--- config.mk ---
export PLATFORM = sky130hd
export DESIGN_NAME = bcd_to_fnd_decoder
export DESIGN_NICKNAME = d
export VERILOG_FILES = /design/src/rtl/bcd_to_fnd_decoder.sv
export SDC_FILE = /design/constraint.sdc
export NUM_CORES = 1
export LEC_CHECK = 0
export CORE_UTILIZATION = 34
export DETAILED_ROUTE_END_ITERATION = 8
export PLACE_DENSITY = 0.71
export REMOVE_ABC_BUFFERS = 1
export SLEW_MARGIN = 20
export SYNTH_ARGS = -nofsm -noshare
export SYNTH_HDL_FRONTEND = slang
export SYNTH_SLANG_ARGS = --single-unit
--- constraint.sdc ---
create_clock -name i_clk -period 0.8 [get_ports i_clk]
set_input_delay 0.12 -clock i_clk [delete_from_list [all_inputs] [get_ports i_clk]]
set_output_delay 0.12 -clock i_clk [all_outputs]
set_load 0.01 [all_outputs]
--- src/rtl/bcd_to_fnd_decoder.sv ---
// Registered BCD/hex to 7-segment font and one-hot digit enable driver.
// Define FND_HEX_EN to display A-F; otherwise 10..15 blank the segments.
module bcd_to_fnd_decoder #(
  parameter bit SEG_ACTIVE_LOW   = 1'b1,
  parameter bit DIGIT_ACTIVE_LOW = 1'b1
) (
  input  logic       i_clk,
  input  logic       i_reset,
  input  logic       i_en,
  input  logic [3:0] i_value,
  input  logic [1:0] i_digitSelect,
  output logic [7:0] o_font,
  output logic [3:0] o_digit
);

  localparam logic [7:0] FONT_OFF  = {8{SEG_ACTIVE_LOW}};
  localparam logic [3:0] DIGIT_OFF = {4{DIGIT_ACTIVE_LOW}};

  logic [7:0] seg_on;
  logic [3:0] dig_on;
  logic [7:0] font_d, font_q;
  logic [3:0] digit_d, digit_q;

  // Active-high {dp,g,f,e,d,c,b,a}; dp is never lit.
  always_comb begin
    seg_on = 8'h00;
    case (i_value)
      4'h0: seg_on = 8'h3F;
      4'h1: seg_on = 8'h06;
      4'h2: seg_on = 8'h5B;
      4'h3: seg_on = 8'h4F;
      4'h4: seg_on = 8'h66;
      4'h5: seg_on = 8'h6D;
      4'h6: seg_on = 8'h7D;
      4'h7: seg_on = 8'h07;
      4'h8: seg_on = 8'h7F;
      4'h9: seg_on = 8'h6F;
`ifdef FND_HEX_EN
      4'hA: seg_on = 8'h77;
      4'hB: seg_on = 8'h7C;
      4'hC: seg_on = 8'h39;
      4'hD: seg_on = 8'h5E;
      4'hE: seg_on = 8'h79;
      4'hF: seg_on = 8'h71;
`endif
      default: seg_on = 8'h00;
    endcase
  end

  always_comb begin
    dig_on  = 4'b0001 << i_digitSelect;
    font_d  = FONT_OFF;
    digit_d = DIGIT_OFF;
    if (i_en) begin
      font_d  = seg_on ^ FONT_OFF;
      digit_d = dig_on ^ DIGIT_OFF;
    end
  end

  always_ff @(posedge i_clk) begin
    if (i_reset) begin
      font_q  <= FONT_OFF;
      digit_q <= DIGIT_OFF;
    end else begin
      font_q  <= font_d;
      digit_q <= digit_d;
    end
  end

  assign o_font  = font_q;
  assign o_digit = digit_q;

endmodule

==> implementation parameters <==
Parameter                              Value

Worst setup path
  CP bufs+invs    1
  Type of destination of the critical path    output pin
  Critical path class    reg2out
  Data arrival time of the critical path    0.69 ns
  Crit Path Max Fanout    1
  Req. time, crit path    0.68 ns
  Crit-path max cell delay    0.32 ns
  Largest delay contributor family on the critical path    flip-flops
  Critical Path Source    o_font[1]$_SDFF_PP1_
  Kind of start point of the critical path    flip-flop
  Slowest stage cell on the critical path    sky130_fd_sc_hd__dfxtp_2
  Ordered list of cells on the worst path    buf_6

Yosys
  Synthesis warning total    0
  Area share of fa/ha/maj cells after synthesis    13.8%
  Synth Area in Compound Gates    13.5%
  Async set-or-reset flop fraction in the synthesized netlist    0%
  Gate Count Post-Synth    44
  Number of distinct standard cells referenced by the synthesized netlist    19
  Post-Synth XOR/XNOR Area    0%
  EDFF count, synth    0
  Post-Synthesis Cell Area    453 um^2
  Share of synthesized area occupied by flip-flops and latches    48.6%
  Portion of netlist area occupied by mux cells    2.21%
  Most common flop cell mapped by yosys    sky130_fd_sc_hd__dfxtp_1
  Synth Register Bits    11
  Syn_area_per_cell    10.3 um^2
  Largest family of logic cells by synthesized area    simple AND/OR/NAND/NOR gates
  Synth Area in Simple Gates    17.7%

Power and ir drop
  Reported leakage power    0.306 nW
  Net switching share of the total power    23.3%
  Share of total power in the clock network    32.3%
  Total internal power    0.864 mW
  Sum of internal, switching and leakage power    1.13 mW
  Gate power share    16.5%
  Power Density    1610 nW/um^2
  Switching Power    0.263 mW
  Sequential share of power    51.1%
  Worst IR Drop VDD    0.585 mV

Global route
  Pin count of the biggest net entering global routing    8
  Number of antenna violations at the first check in global routing    0
  Via count of the first global-routing pass    362
  Wire length of the first global-routing pass    1410 um
  GR Overflow Total    0
  Overall routing resource usage    13.8%

Placement
  Port Buffers    19
  Total cell area at the placement stage    698 um^2
  Placed Cells    82
  Global placement routability congestion    0.789

Routing
  DRC violation total after the first TritonRoute iteration    6
  Wire length per cell after detailed routing    9.59 um
  Sum of routed wire length over all layers    825 um
  Post-detailed-route DRC marker count    0
  Detailed-router iteration count before antenna repair    3
  Detail-routed via count per cell    4.58
  Via count    394
  Post-DRT Antenna Nets    0

Run
  Number of maximum-capacitance constraint violations    0

Clock network
  CTS H-Tree Depth    1
  Deepest clock path buffer count    2
  Number of buffers created by CTS    3
  Clock tree root buffer cell    sky130_fd_sc_hd__clkbuf_4
  Number of setup buffers added after CTS    0
  TritonCTS clock tree    done
  Sinks on Clock Net    11
  Clock Pin Slew Worst Setup and Hold Paths    0.07 ns

Die
  Die span in x    38.5 um
  Floorplan core area    1170 um^2
  Die Footprint    1480 um^2
  Effective utilization at floorplan    38.7%
  Number of top-level design ports    21
  Die Y-Extent    38.5 um
  Row Count    12

Finish
  Final instance area    698 um^2
  Utilization after layout    59.6%
  Number of cells in the finished layout apart from fillers    86
  Share of post-route cells with drive strength above 1    41.7%
  Final-stage net count    87
  Area growth, synth to finish    54.1%
  Number of diodes added for antenna fixing    0

Min path
  Hold path endpoint    o_digit[1]$_SDFF_PP1_
  Classification of the worst-slack hold path    in2reg
  Count of cells along the worst hold path    3
  Start point of the worst hold path    i_reset

STA
  Final TNS setup    -0.0575 ns
  RSZ-0062 raised after global routing    true
  Final cycle utilization of the critical path    102%
  Minimum period implied by the final worst setup slack    0.813 ns
  Hold violation total from the final report    0
  Count of final max-slew check failures    0
  Achievable clock frequency    1230 MHz
  Setup violation total in the final timing report    9
  Setup slack of the critical path after layout    -0.0126 ns

Run status
  Outcome    complete, but fails checks
  Violations in the final reports    negative setup slack
layer usage:
layer | vias up | GRT usage [%] | share of wire [%]
met5 | - | 0 | 0
li1 | 201 | - | -
met1 | 172 | 16.4 | 42
met4 | 0 | 10.3 | 3.8
met3 | 5 | 1.74 | 5.8
met2 | 16 | 22.1 | 48
layout make-up:
cell class              instances  area, um^2
well taps                      14        17.5
clock buffers                   4        26.3
multi-input cells              30         230
inverters                       2        7.51
repair buffers                 25         193
flip-flops and latches         11         224
fillers                       112         473
layout by cell type, fill, tap and decap left out, drive strengths merged:
| cell type | synthesis | routed |
|---|---|---|
| dfxtp | 11 | 11 |
| nand3 | 1 | 1 |
| nor2b | 4 | 4 |
| a21boi | 1 | 1 |
| o31ai | 1 | 1 |
| dlygate4sd2 | 0 | 5 |
| mux2i | 1 | 1 |
| clkdlybuf4s15 | 0 | 1 |
| buf | 1 | 17 |
| or2 | 1 | 1 |
| ha | 5 | 5 |
| clkdlybuf4s50 | 0 | 2 |
| inv | 2 | 2 |
| clkbuf | 0 | 4 |
| o21ai | 6 | 6 |
| a21oi | 1 | 1 |
| nand2b | 2 | 2 |
| conb | 1 | 1 |
| or3 | 1 | 1 |
| nand2 | 3 | 3 |
| nor2 | 1 | 1 |
| nand3b | 1 | 1 |
worst max-delay path by stage:
stage                                 to  depth (start not counted)
detailed placement  o_font[3]$_SDFF_PP1_                          6
floorplan           o_font[3]$_SDFF_PP1_                          5
finish                         o_font[1]                          1
global route                   o_font[2]                          1
CTS                            o_font[1]                          1
global placement    o_font[5]$_SDFF_PP1_                          5
cell usage after synthesis (all sizes together), types with 2 or more instances:
master,instances,area [um^2]
nand2b,2,12.5
ha,5,62.6
nand2,3,11.3
inv,2,7.51
dfxtp,11,220
o21ai,6,30.0
nor2b,4,25.0
through the flow:
stage | hold WS [ns] | setup slack (ns)
after floorplan | 0.182 | 0.0543
after global placement | 0.735 | -0.476
after detailed placement | 0.727 | -0.522
after CTS | 0.239 | -0.0268
after global routing | 0.265 | -0.0473
final | 0.242 | -0.0126
kinds of logic after synthesis:
kind of cell,count (synthesis)
AOI/OAI and AO/OA,9
other,1
buffers and inverters,3
adders and majority gates,5
muxes,1
and+or+nand+nor,14
DFF,11
sequential cells by signal, indices dropped and copies added, names as in the netlist:
register	count
o_font	7
o_digit	4
power groups by stage:
stage	clock [mW]	sequential (mW)	combinational, mW
6_report	0.364	0.576	0.186
5_1_grt	0.408	0.578	0.207
3_5_place_dp	0	0.587	0.203
2_1_floorplan	0	0.599	0.0596
3_3_place_gp	0	0.586	0.199
4_1_cts	0.375	0.574	0.179
what timing repair did:
item                       in CTS  in global routing
pin swaps                       2                  2
hold endpoints to repair        0                  0
gates resized for setup        53                 11
hold buffers                    0                  0
setup endpoints to repair      19                 16
No activity file was read; power rests on OpenSTA's default activity.
